$ cat config.mk
export PLATFORM = sky130hd
export DESIGN_NAME = vram_arbiter
export DESIGN_NICKNAME = d
export VERILOG_FILES = /design/src/rtl/vram_arbiter.sv
export SDC_FILE = /design/constraint.sdc
export NUM_CORES = 1
export LEC_CHECK = 0
export CORE_MARGIN = 8
export CORE_UTILIZATION = 48
export DETAILED_ROUTE_END_ITERATION = 7
export GPL_TIMING_DRIVEN = 0
export PLACE_DENSITY = 0.84
export SETUP_SLACK_MARGIN = 0.4
export SKIP_LAST_GASP = 1
export SYNTH_ARGS = -nofsm -noshare
export SYNTH_HDL_FRONTEND = slang
export SYNTH_SLANG_ARGS = --single-unit
$ cat constraint.sdc
create_clock -name clk -period 3.18 [get_ports clk]
set_input_delay 0.636 -clock clk [delete_from_list [all_inputs] [get_ports clk]]
set_output_delay 0.636 -clock clk [all_outputs]
set_load 0.02 [all_outputs]
$ cat src/rtl/vram_arbiter.sv
// Single-port VRAM arbiter: the line-graphics fetcher always wins, the CPU fills idle cycles
// via req/ack, writes are posted through a one-entry buffer, and the worst CPU wait is recorded.
module vram_arbiter #(
    parameter int WAIT_W = 8
) (
    input  logic              clk,
    input  logic              reset_n,
    input  logic              gfx_active,
    input  logic [13:0]       gfx_vaddr,
    output logic [15:0]       gfx_vdata,
    input  logic              cpu_req,
    input  logic              cpu_we,
    input  logic [13:0]       cpu_addr,
    input  logic [15:0]       cpu_wrdata,
    input  logic [1:0]        cpu_bytesel,
    output logic              cpu_ack,
    output logic [15:0]       cpu_rddata,
    output logic [13:0]       ram_addr,
    output logic [15:0]       ram_wrdata,
    output logic [1:0]        ram_wren,
    input  logic [15:0]       ram_rddata,
    input  logic              stat_clr,
    output logic [WAIT_W-1:0] stat_maxwait
);

    // state  | meaning
    // S_IDLE | may drain the write buffer, issue a CPU read, or accept a CPU write
    // S_RD   | CPU read address is in the RAM; capture ram_rddata at the end of the cycle
    // S_ACK  | cpu_ack pulses for the completed read
    typedef enum logic [1:0] {
        S_IDLE = 2'd0,
        S_RD   = 2'd1,
        S_ACK  = 2'd2
    } state_t;

    state_t            state_q, state_d;
    logic              buf_valid_q, buf_valid_d;
    logic [13:0]       buf_addr_q, buf_addr_d;
    logic [15:0]       buf_data_q, buf_data_d;
    logic [1:0]        buf_be_q, buf_be_d;
    logic              ack_q, ack_d;
    logic [15:0]       rddata_q, rddata_d;
    logic [WAIT_W-1:0] wait_cnt_q, wait_cnt_d;
    logic [WAIT_W-1:0] maxwait_q, maxwait_d;

    logic              slot_free;
    logic              drain;
    logic              issue_rd;
    logic              accept_wr;
    logic [13:0]       slot_addr;
    logic [15:0]       slot_wrdata;
    logic [1:0]        slot_wren;

    // reset_n gates the slot so the RAM sees nothing from a held request while in reset
    assign slot_free = reset_n && (state_q == S_IDLE) && !gfx_active;
    assign drain     = slot_free && buf_valid_q;
    assign issue_rd  = slot_free && !buf_valid_q && cpu_req && !cpu_we && !ack_q;
    assign accept_wr = (state_q == S_IDLE) && cpu_req && cpu_we && !buf_valid_q && !ack_q;

    always_comb begin
        state_d     = state_q;
        buf_valid_d = buf_valid_q;
        buf_addr_d  = buf_addr_q;
        buf_data_d  = buf_data_q;
        buf_be_d    = buf_be_q;
        ack_d       = 1'b0;
        rddata_d    = rddata_q;
        slot_addr   = '0;
        slot_wrdata = '0;
        slot_wren   = '0;

        case (state_q)
            S_IDLE: begin
                if (drain) begin
                    slot_addr   = buf_addr_q;
                    slot_wrdata = buf_data_q;
                    slot_wren   = buf_be_q;
                    buf_valid_d = 1'b0;
                end else if (issue_rd) begin
                    slot_addr = cpu_addr;
                    state_d   = S_RD;
                end
                if (accept_wr) begin
                    buf_valid_d = 1'b1;
                    buf_addr_d  = cpu_addr;
                    buf_data_d  = cpu_wrdata;
                    buf_be_d    = cpu_bytesel;
                    ack_d       = 1'b1;
                end
            end
            S_RD: begin
                slot_addr = cpu_addr;
                rddata_d  = ram_rddata;
                ack_d     = 1'b1;
                state_d   = S_ACK;
            end
            S_ACK: begin
                state_d = S_IDLE;
            end
            default: begin
                state_d = S_IDLE;
            end
        endcase
    end

    // On an ack the finished wait is folded into the maximum; a coincident clear keeps only it
    always_comb begin
        wait_cnt_d = wait_cnt_q;
        maxwait_d  = maxwait_q;
        if (ack_q) begin
            wait_cnt_d = '0;
            if (stat_clr) begin
                maxwait_d = wait_cnt_q;
            end else if (wait_cnt_q > maxwait_q) begin
                maxwait_d = wait_cnt_q;
            end
        end else begin
            if (cpu_req && (wait_cnt_q != {WAIT_W{1'b1}})) begin
                wait_cnt_d = wait_cnt_q + WAIT_W'(1);
            end
            if (stat_clr) begin
                maxwait_d = '0;
            end
        end
    end

    always_ff @(posedge clk or negedge reset_n) begin
        if (!reset_n) begin
            state_q     <= S_IDLE;
            buf_valid_q <= 1'b0;
            buf_addr_q  <= '0;
            buf_data_q  <= '0;
            buf_be_q    <= '0;
            ack_q       <= 1'b0;
            rddata_q    <= '0;
            wait_cnt_q  <= '0;
            maxwait_q   <= '0;
        end else begin
            state_q     <= state_d;
            buf_valid_q <= buf_valid_d;
            buf_addr_q  <= buf_addr_d;
            buf_data_q  <= buf_data_d;
            buf_be_q    <= buf_be_d;
            ack_q       <= ack_d;
            rddata_q    <= rddata_d;
            wait_cnt_q  <= wait_cnt_d;
            maxwait_q   <= maxwait_d;
        end
    end

    assign ram_addr     = gfx_active ? gfx_vaddr : slot_addr;
    assign ram_wren     = gfx_active ? 2'b00 : slot_wren;
    assign ram_wrdata   = slot_wrdata;
    assign gfx_vdata    = ram_rddata;
    assign cpu_ack      = ack_q;
    assign cpu_rddata   = rddata_q;
    assign stat_maxwait = maxwait_q;

endmodule

==> impl_metrics.json <==
{
  "status": "finished, final reports clean",
  "leakage_nw": 2.491,
  "nFillCells": 558,
  "yosysSeqAreaShare_pct": 46.58,
  "fin_setup_tns_ns": 0,
  "setup_viol": 0,
  "grt_util_all_layers_pct": 19.04,
  "syn2layout_area_growth_pct": 45.21,
  "cts_hold_buffers": 0,
  "cellPowerDensity_mw_per_mm2": 683.9,
  "drtAntennaViolNets": 0,
  "peakVddDrop_v": 0.0003620,
  "crit_arrival_ns": 2.10,
  "clock_sinks": 68,
  "netlist_area_mm2": 0.003654,
  "cp_max_fo": 10,
  "io_buffers": 140,
  "synth_seq_cells": 68,
  "synth_top_family_by_area": "multiplexers",
  "fin_hold_ws_ns": 0.1970,
  "wirelength_um": 9859,
  "dr_total_vias": 2991,
  "synth.net_count": 386,
  "hp-class": "primary input to async pin",
  "fmax_ghz": 0.3655,
  "slew_headroom_pct": 58.68,
  "period_minus_slack_ns": 2.736,
  "critPathRequiredTime_ns": 2.54,
  "worst_pin_slew_ns": 0.6198,
  "drv_slew": 0,
  "dr.pass1.iters": 5,
  "final_common_cell": "clkdlybuf4s50_1",
  "rsz0062_at_grt": "true",
  "netlist_top_cells_area": "dfrtp_1 47%, mux2_4 12%, a222oi_1 3.8%, mux2_1 3.7%, buf_4 3.3%",
  "core-area_mm2": 0.007567,
  "diodes": 0,
  "power.total_mw": 3.628,
  "ys_warn_count": 0,
  "layout_common_cells": "104 x clkdlybuf4s50_1, 68 x dfrtp_1, 28 x mux2_4, 25 x inv_1, 25 x buf_4",
  "synth_cells": 309,
  "cts_tree": "yes",
  "synth.area.mux_share_pct": 17.95,
  "clock_latency_ns": 0.34,
  "synth_top_area_share_pct": 46.58,
  "htree_levels": 3,
  "cp_slowest_cell": "dlygate4sd2_1",
  "period_share_pct": 86.04,
  "fin_ws_ns": 0.4439,
  "worstPathCellList": "dlygate4sd2_1, nand3b_1, nor2_4, buf_2, a222oi_1, inv_1, buf_4",
  "dp_slack_ns": -0.5541,
  "nNetsFinal": 541,
  "crit_type": "primary input to primary output",
  "synthSimpleGateAreaFrac_pct": 11.61,
  "synth-compound-area-share_pct": 11.20,
  "skew_ns": 0.009562,
  "grt_pass1_wl_um": 15760,
  "rows": 32,
  "path_clk_slew_ns": 0.08,
  "drc": 0,
  "gr-total-overflow": 0,
  "wl_per_cell_um": 17.27,
  "hold_violations": 0,
  "place.gp.congestion": 0.8620,
  "dieArea_mm2": 0.01066,
  "cpPeakStageDelay_ns": 0.39,
  "start_util_pct": 48.28,
  "synth_adder_area_share_pct": 3.082,
  "die_w_um": 103.2,
  "yosys.area.top_type": "dfrtp_1",
  "drive_gt1_share_pct": 26.44,
  "drtIter0Drc": 116,
  "ioPinCount": 141,
  "max-clock-path-buffers": 2,
  "synth-xor-area-share_pct": 0.9589,
  "grt_max_degree": 71,
  "dp_hpwl_um": 7437,
  "fin_util_pct": 70.11,
  "grt_pass1_vias": 3230,
  "ys_types": 38,
  "via_per_inst": 5.238,
  "start_kind": "primary input",
  "cts_buffers": 9,
  "end_kind": "primary output",
  "syn_avg_cell_area_um2": 11.82,
  "clock-root-buffer": "clkbuf_8",
  "die_h_um": 103.2,
  "antenna_found_initial": 0,
  "cap_violations": 0
}
## worst max-delay path: cells and delay by family
kind / cells / cell delay [ns]
and+or+nand+nor: 2 / 0.32
AOI/OAI and AO/OA: 1 / 0.32
buffers and inverters: 4 / 0.81
## cell type report
cell class,count,area (um2),area share (%)
repair buffers,144,1314,24.76
inverters,25,93.84,1.769
multi-input cells,185,1657,31.23
clock inverters,5,52.55,0.9906
well taps,102,127.6,2.406
flip-flops and latches,68,1702,32.08
plain buffers,31,227.7,4.292
clock buffers,11,131.4,2.476
## synth_stat cells
cell type   n
a32oi_1     8
and2_1     18
ha_1        9
nand3_1    18
nor2_1     14
buf_4      16
buf_6       5
a21o_1      1
nor3_1      2
xor2_1      1
mux2i_1     1
o21a_1      2
xnor2_1     3
mux2_2      8
clkbuf_1    4
nor3b_2     1
o2111ai_1   8
nand2_1     6
inv_1      25
o211ai_1    1
nor2b_1     4
o31ai_4     1
a222oi_1   14
nand3_2     1
dfrtp_1    68
nand4_1     3
mux2_1     12
nand4_2     1
o21ai_0     2
o21ai_1     3
nand3b_1    1
buf_2       6
nor4b_2     1
nor3_4      1
a21oi_1     8
mux2_4     28
o211ai_2    1
or3_1       3
## path summary, 6_finish.rpt
check,slack [ns],start,cells past startpoint,end
min in group clk,0.48,cpu_rddata[12]$_DFFE_PN0P_,1,cpu_rddata[12]$_DFFE_PN0P_
max in group asynchronous,2.69,reset_n,1,buf_addr_q[8]$_DFFE_PN0P_
hold reg to reg,0.48,cpu_rddata[12]$_DFFE_PN0P_,1,cpu_rddata[12]$_DFFE_PN0P_
setup / recovery,0.44,gfx_active,7,ram_addr[9]
setup reg to reg,1.26,wait_cnt_q[1]$_DFFE_PN0P_,6,stat_maxwait[2]$_DFFE_PN0P_
hold / removal,0.20,reset_n,1,stat_maxwait[6]$_DFFE_PN0P_
## per-layer routing
layer | global-route usage [%] | part of all wire (%) | vias up
li1 | - | - | 1427
met1 | 22.20 | 40 | 1444
met2 | 32.46 | 51 | 108
met3 | 5.689 | 7.8 | 12
met4 | 6.785 | 1.3 | 0
met5 | 0 | 0 | -
## power breakdown
part           total, mW  leakage (nW)  internal (mW)  switching, mW
clock network      0.680        0.0931          0.359          0.321
logic               1.54          1.56          0.798          0.741
registers           1.41         0.842           1.19          0.216
## what timing repair did
item                                    4_1_cts  5_1_grt
endpoints found under the setup margin       32       32
buffers inserted                              3        0
cloned                                        1        0
resized for setup                            95       44
pin swaps                                     2        2
## metrics by stage
stage	instances	instance area, um2
detailed placement	551	5180
global route	571	5305
floorplan	309	3654
CTS	571	5355
global placement	551	5182
finish	571	5305
## logic make-up after synthesis
group                      Yosys count
and+or+nand+nor                     74
AOI/OAI and AO/OA                   49
muxes                               49
DFF                                 68
xor gates and xnor gates             4
buffers and inverters               56
adders and majority gates            9
## flip-flops by register name, summed over array words and instances, names as in the netlist, 2 cells and up
register      count
cpu_rddata       16
stat_maxwait      8
buf_data_q       16
buf_be_q          2
state_q           2
buf_addr_q       14
wait_cnt_q        8
Note: power is estimated with default switching activity, not from simulation.
